==> src/rtl/apb_axi_bridge.sv <==
// APB completer to single-beat AXI master bridge; one transaction in flight,
// the APB access phase is stretched with p_ready until the AXI response returns.
module apb_axi_bridge #(
    parameter int unsigned AddrWidth = 32,
    parameter int unsigned DataWidth = 32
) (
    input  logic                 a_clk,
    input  logic                 a_reset_n,
    input  logic                 p_clk_en,
    input  logic [AddrWidth-1:0] p_addr,
    input  logic                 p_sel,
    input  logic                 p_enable,
    input  logic                 p_write,
    input  logic [DataWidth-1:0] p_wdata,
    output logic [DataWidth-1:0] p_rdata,
    output logic                 p_ready,
    output logic                 p_slverr,
    output logic                 aw_valid,
    input  logic                 aw_ready,
    output logic [AddrWidth-1:0] aw_addr,
    output logic                 w_valid,
    input  logic                 w_ready,
    output logic [DataWidth-1:0] w_data,
    input  logic                 b_valid,
    output logic                 b_ready,
    input  logic [1:0]           b_resp,
    output logic                 ar_valid,
    input  logic                 ar_ready,
    output logic [AddrWidth-1:0] ar_addr,
    input  logic                 r_valid,
    output logic                 r_ready,
    input  logic [DataWidth-1:0] r_data,
    input  logic [1:0]           r_resp
);

    typedef enum logic [1:0] {IDLE, REQ, RESP, DONE} state_e;

    state_e               state_q, state_d;
    logic [AddrWidth-1:0] addr_q, addr_d;
    logic [DataWidth-1:0] wdata_q, wdata_d;
    logic                 write_q, write_d;
    logic                 aw_pend_q, aw_pend_d;
    logic                 w_pend_q, w_pend_d;
    logic [DataWidth-1:0] rdata_q, rdata_d;
    logic                 slverr_q, slverr_d;

    // Only resp[1] distinguishes error responses from OKAY/EXOKAY.
    logic unused_resp;
    assign unused_resp = b_resp[0] ^ r_resp[0];

    always_ff @(posedge a_clk or negedge a_reset_n) begin
        if (!a_reset_n) begin
            state_q   <= IDLE;
            addr_q    <= '0;
            wdata_q   <= '0;
            write_q   <= 1'b0;
            aw_pend_q <= 1'b0;
            w_pend_q  <= 1'b0;
            rdata_q   <= '0;
            slverr_q  <= 1'b0;
        end else begin
            state_q   <= state_d;
            addr_q    <= addr_d;
            wdata_q   <= wdata_d;
            write_q   <= write_d;
            aw_pend_q <= aw_pend_d;
            w_pend_q  <= w_pend_d;
            rdata_q   <= rdata_d;
            slverr_q  <= slverr_d;
        end
    end

    always_comb begin
        state_d   = state_q;
        addr_d    = addr_q;
        wdata_d   = wdata_q;
        write_d   = write_q;
        aw_pend_d = aw_pend_q;
        w_pend_d  = w_pend_q;
        rdata_d   = rdata_q;
        slverr_d  = slverr_q;
        unique case (state_q)
            IDLE: begin
                if (p_clk_en && p_sel && !p_enable) begin
                    state_d   = REQ;
                    addr_d    = p_addr;
                    wdata_d   = p_wdata;
                    write_d   = p_write;
                    aw_pend_d = p_write;
                    w_pend_d  = p_write;
                end
            end
            REQ: begin
                if (write_q) begin
                    // aw and w complete independently; leave once neither is pending.
                    aw_pend_d = aw_pend_q && !aw_ready;
                    w_pend_d  = w_pend_q && !w_ready;
                    if (!aw_pend_d && !w_pend_d) state_d = RESP;
                end else if (ar_ready) begin
                    state_d = RESP;
                end
            end
            RESP: begin
                if (write_q && b_valid) begin
                    state_d  = DONE;
                    slverr_d = b_resp[1];
                    rdata_d  = '0;
                end else if (!write_q && r_valid) begin
                    state_d  = DONE;
                    slverr_d = r_resp[1];
                    rdata_d  = r_data;
                end
            end
            DONE: begin
                if (p_clk_en && p_sel && p_enable) begin
                    state_d  = IDLE;
                    slverr_d = 1'b0;
                end else if (p_clk_en && !p_sel) begin
                    state_d  = IDLE;
                    slverr_d = 1'b0;
                    rdata_d  = '0;
                end
            end
            default: state_d = IDLE;
        endcase
    end

    always_comb begin
        aw_valid = (state_q == REQ) && write_q && aw_pend_q;
        w_valid  = (state_q == REQ) && write_q && w_pend_q;
        ar_valid = (state_q == REQ) && !write_q;
        b_ready  = (state_q == RESP) && write_q;
        r_ready  = (state_q == RESP) && !write_q;
        p_ready  = (state_q == DONE);
        p_slverr = slverr_q;
        p_rdata  = rdata_q;
        aw_addr  = addr_q;
        ar_addr  = addr_q;
        w_data   = wdata_q;
    end

endmodule
==> config.mk <==
export PLATFORM = sky130hd
export DESIGN_NAME = apb_axi_bridge
export DESIGN_NICKNAME = d
export VERILOG_FILES = /design/src/rtl/apb_axi_bridge.sv
export SDC_FILE = /design/constraint.sdc
export NUM_CORES = 1
export LEC_CHECK = 0
export BUFFER_PORTS_ARGS = -buffer_cell sky130_fd_sc_hd__clkbuf_2
export CAP_MARGIN = 0
export CORE_MARGIN = 2
export CORE_UTILIZATION = 41
export CTS_CLUSTER_SIZE = 20
export DETAILED_ROUTE_END_ITERATION = 6
export GPL_ROUTABILITY_DRIVEN = 0
export MAX_ROUTING_LAYER = met4
export PLACE_DENSITY = 0.8
export RECOVER_POWER = 100
export SYNTH_ARGS = -nofsm -noshare
export SYNTH_HDL_FRONTEND = slang
export SYNTH_SLANG_ARGS = --single-unit
export TNS_END_PERCENT = 5
==> constraint.sdc <==
create_clock -name a_clk -period 1.6 [get_ports a_clk]
set_input_delay 0.08 -clock a_clk [delete_from_list [all_inputs] [get_ports a_clk]]
set_output_delay 0.08 -clock a_clk [all_outputs]
set_load 0.005 [all_outputs]
After elaboration in Yosys (flattened, before gate mapping)

Index checks and enable logic that the tools add are counted.

Register bits after elaboration: 102
Latch bits: 0
RAM bits: 0
ROM bits: 0
Input bits: 111
Output and inout port bits: 135
Logic and storage cells: 73
Memories kept: 0

Add/sub/neg operators: 0
Multipliers: 0
Div/mod/pow operators: 0
$lt $le $gt $ge: 0
Equality and inequality tests: 11
Shifts and indexed selects: 0
Multiplexer cells: 24
Bitwise operators: 0
Reduce and logical (&&, ||, !) cells: 30

Operators by type and width:

| operator             | count |
|---|---|
| $mux W32             | 4 |
| $pmux W32 S2         | 1 |
| $mux W2              | 8 |
| $logic_and A1 B1 Y1  | 15 |
| $ne A3 B3 Y1 const B | 3 |
| $pmux W2 S4          | 1 |
| $logic_not A1 Y1     | 7 |
| $mux W1              | 7 |
| $ne A2 B2 Y1 const B | 3 |
| $pmux W1 S2          | 3 |
| $reduce_and A3 Y1    | 2 |
| $reduce_and A5 Y1    | 1 |
| $eq A2 B2 Y1 const B | 2 |
| $reduce_and A4 Y1    | 1 |
| $reduce_bool A2 Y1   | 2 |
| $ne A3 B1 Y1 const B | 1 |
| $eq A2 B1 Y1 const B | 1 |
| $logic_not A2 Y1     | 1 |
| $ne A2 B1 Y1 const B | 1 |
| $reduce_and A2 Y1    | 1 |

Logic depth before layout (Yosys ltp)

Word-level depth: 7
Depth in mapped cells: 8
Gate-level depth less buffers: 6

Least setup slack after synthesis

No wires, ideal clock.

Kind: reg2reg
Start point: register state_q[0]
End point: register state_q[1]
Library setup time: 125 ps
Arrival: 1641 ps
Data required time: 1475 ps
Setup slack: -166 ps
Stages on the path, launching flop included: 6
Buffers on the path: 0
Clock period less this slack: 1766 ps
Cell sequence: dfrtp_1 -> ha_1 -> and4bb_1 -> a211oi_1 -> nor4_2 -> mux2_4

Cells in the longest elaborated chain, start to end: 3
Elaborated cells on any way between the ends: 11

Ends and longest elaborated chain:

| element                     | line | text |
|---|---|---|
| from (decl)                 | 38   | `state_e state_q, state_d;` |
| from (signal assigned)      | 62   | `state_q <= state_d;` |
| $eq A2 B2 Y1 *              | --   |  |
| via p_ready                 | 16   | `output logic p_ready,` |
| $ne A3 B1 Y1 (no line)      | --   |  |
| $reduce_and A5 Y1 (no line) | --   |  |

Mark *: on every way through the listed nets, which the timed path passes. The rest lies on a longest branch.
A chain may end at the register's enable or synchronous reset.

Worst setup path in the final report

Start point: register state_q[1]
End point: register state_q[1]

Cells in the longest elaborated chain, start to end: 3
Elaborated cells on any way between the ends: 11

Ends and longest elaborated chain:

| element                                              | line | text |
|---|---|---|
| $eq A2 B1 Y1, or another cell as far along           | 82   | `unique case (state_q)` |
| $ne A3 B3 Y1 (no line), or another cell as far along | --   |  |
| $reduce_and A5 Y1 (no line)                          | --   |  |

Parallel ways exist; a longest one is shown, timed or not.

==> out/results.txt <==
The flow ran to the end, but the final reports show violations. The final reports fail on negative setup slack. For the total wire length after detailed routing, the log shows 13480 um. The worst setup path is captured at a flop. The worst register-to-register path has a setup slack of -0.19 ns. Setup violations remaining at the end of the flow were counted as 36.

The time the final worst path needs with I/O delays and setup was 1.795 ns; the remaining antenna violation count after routing was 0. The worst setup path is launched from a flop. Counting the buffers created by CTS gives 9. In this run the horizontal extent of the chip is 109.4 um. The tools report the number of top-level pins as 246. Setup repair after global routing could not meet its margin everywhere. The core outline area was 0.01084 mm^2. For the pin count of the biggest net entering global routing, the log shows 66. Among all flip-flop cells after synthesis, the most frequent one is sky130_fd_sc_hd__dfrtp_1. Buffers placed on the I/O ports in this run total 243. The Yosys step of the flow raised 0 warnings.

Synthesized area: 0.004556 mm^2. Dividing the detail-routed wire length by the instance count gives 14.01 um. At the pin with the least slew margin, the transition time is 0.8025 ns. The tools report the largest vdd supply drop as 0.0008066 V.

The number of enable-type register cells in the synthesized netlist works out to 0. The starting DRC count in detailed routing is 271. The number of global-route vias before repair was 4513; the post-DP HPWL was 8478 um.

The total via count after detailed routing was 4510. The first global-routing pass estimated 20670 um of wire. Summing the sequential cell areas from Yosys gives 56.03% of the chip area.

Summed over all layers, the global routing overflow is 0. For the count of nets after finishing, the log shows 932. The type of the most critical hold path is input port to flop. For this run, the total global-route usage over all layers was measured as 22.85%. For this run, design rule violations remaining after detail routing come to 0.

The number of different library cells in the post-synthesis netlist is 36, and the via density per instance is 4.688. The run gives 38 as the placement row count. The post-synthesis sequential element count was 102; the max-capacitance violation count was 0. Clock-pin slew was measured on the worst setup and hold paths at 0.10 ns.

The power per unit of standard cell area was 1714 mW/mm^2; the maximum operating frequency was 0.5572 GHz. In this run the worst setup path begins at state_q[1]. The most common cell after layout, fill and taps aside was sky130_fd_sc_hd__nand2_1.

The share of flip-flops with an asynchronous set or reset is 100.0%. The number of cells traversed by the worst register-to-register path is 6, and the count of pins over their slew limit is 0. Headroom to the max-slew limit came out at 46.50%. The design draws 11.97 mW. The worst register-to-register path ends at state_q[1].

The layout cell share with drive strength beyond 1 is 32.12%. TritonCTS built the clock tree. The initial standard-cell utilization of the core is 42.02%. In this run the worst path has a maximum fanout of 3.

Clock skew on the completed layout was measured at 0.01516 ns. OpenSTA, run right after detailed placement, puts the worst setup slack at -0.1535 ns. The number of failing hold endpoints at the final stage came out at 0. The worst setup path category was flop to flop. The run gives 2.05 ns as the data arrival time of the worst path. The tools report the worst-case clock buffer depth as 2.

Clock tree synthesis found a total of 102 sinks. The critical path ends at state_q[1]. For the worst setup path, the data required time is 1.85 ns. The largest single stage delay on the critical path is 0.46 ns. The root buffer cell chosen for the clock tree is sky130_fd_sc_hd__clkbuf_8. The later pin in the worst-skew pair is clocked with a latency of 0.37 ns. Traced cell by cell, the critical path runs through buf_4 > ha_4 > a21boi_4 > and2_4 > nor4_4 > mux2_4. Measured along the y axis, the die boundary spans 109.4 um.

In this run the mean area of a mapped cell was 9.093 um^2. On the critical path, the stage with the largest delay is an instance of sky130_fd_sc_hd__dfrtp_2. Compared with the post-synthesis result, the final layout area differs by 53.28%. The worst register-to-register path begins at state_q[1]. The run gives 616 as the net count after synthesis. The number of antenna diodes in the final layout is 0. The worst path uses 112.2% of the clock period. The run gives 0 as the initial antenna violation count. The run gives 0.01197 mm^2 as the die area. In the layout the commonest cells are 249 x sky130_fd_sc_hd__nand2_1, 166 x sky130_fd_sc_hd__clkbuf_2, 100 x sky130_fd_sc_hd__dfrtp_1. The least setup slack across all paths after layout is -0.1946 ns, and the synthesized instance count is 501. The analysis attributes to cell leakage a power of 3.683 nW. The first detailed-routing pass took 4 iterations. The tools report the level count of the clock H-tree as 3.
## cell usage after synthesis, types with 2 or more instances
library cell,instances,area (um^2)
sky130_fd_sc_hd__o21ai_0,4,20.02
sky130_fd_sc_hd__nand2_1,263,987.2
sky130_fd_sc_hd__buf_2,5,25.02
sky130_fd_sc_hd__nor2b_1,4,25.02
sky130_fd_sc_hd__buf_6,7,78.83
sky130_fd_sc_hd__buf_4,33,247.7
sky130_fd_sc_hd__clkbuf_1,13,48.80
sky130_fd_sc_hd__nor2_1,3,11.26
sky130_fd_sc_hd__o21ai_2,28,245.2
sky130_fd_sc_hd__ha_1,4,50.05
sky130_fd_sc_hd__or2b_1,2,15.01
sky130_fd_sc_hd__inv_1,3,11.26
sky130_fd_sc_hd__and3_1,2,12.51
sky130_fd_sc_hd__dfrtp_1,102,2552
sky130_fd_sc_hd__nand2b_1,2,12.51
sky130_fd_sc_hd__o21ai_1,4,20.02
sky130_fd_sc_hd__a21oi_1,2,10.01
sky130_fd_sc_hd__or2b_2,2,17.52
## state kept, by name, indices dropped and copies added (netlist names)
signal     count
ar_addr       32
aw_pend_q      1
p_rdata       32
p_slverr       1
state_q        2
w_data        32
w_pend_q       1
write_q        1
## per-stage QoR
stage                     hold WS, ns  setup TNS (ns)  instances  utilization [%]  area, um^2
after global placement        0.05980          -3.080        846            54.05        5859
after detailed placement      0.06061          -4.748        846            54.05        5859
after floorplan               -0.2156          -1.775        501                -        4622
after CTS                     0.04076          -4.877        962            65.14        7062
final                         0.06064          -5.314        962            64.42        6983
after global routing          0.04686          -9.417        962            64.42        6983
## metal layers
metal  GRT usage, %  vias up  part of all wire (%)
met5              -        -                     0
met4          11.03        0                   3.6
met3          3.853       41                   5.2
met2          40.83      187                    53
met1          24.51     2121                    38
li1               -     2161                     -
## power breakdown
part | total (mW) | leakage [nW] | switching [mW] | internal, mW
clock | 1.54 | 0.0866 | 0.913 | 0.624
sequential | 4.71 | 1.29 | 0.882 | 3.83
combinational | 5.72 | 2.31 | 3.04 | 2.68
## critical path, delay by kind of cell, from the launching register on
family | cells | cell delay [ns]
compound gates | 1 | 0.14
simple gates | 2 | 0.46
buf+inv | 1 | 0.15
flops | 1 | 0.46
mux | 1 | 0.33
fa+ha+maj | 1 | 0.15
## worst min path at each step
stage	startpoint	end	slack (ns)	cells past startpoint
3_5_place_dp	a_reset_n	ar_addr[17]	0.06	1
4_1_cts	w_ready	w_pend_q	0.04	4
6_report	b_resp[1]	p_slverr	0.06	3
2_1_floorplan	a_reset_n	ar_addr[0]	-0.22	0
5_1_grt	b_resp[1]	p_slverr	0.05	3
3_3_place_gp	a_reset_n	ar_addr[17]	0.06	1
## cell families (layout without fill, tap and decap cells)
kind of cell,Yosys count,count (layout),synth area share [%]
buffers and inverters,61,382,9.036
and+or+nand+nor,287,287,25.46
muxes,2,2,0.5492
AOI/OAI and AO/OA,45,45,7.828
adders and majority gates,4,4,1.099
DFF,102,102,56.03
## cell type report
type	instances	area (um^2)
Fill cell	871	3857
Sequential cell	102	2555
Timing Repair Buffer	363	2344
Multi-Input combinational cell	338	1710
Tap cell	140	175.2
Clock buffer	11	141.4
Clock inverter	5	41.29
Inverter	3	16.27
## repair_timing
action                     in CTS  in global routing
hold buffers                   98                  0
hold endpoints to repair      130                  0
setup endpoints to repair      63                 90
resized for setup               9                 21
buffers inserted                2                  0
pin swaps                       2                  1
No activity file was read; power rests on OpenSTA's default activity.
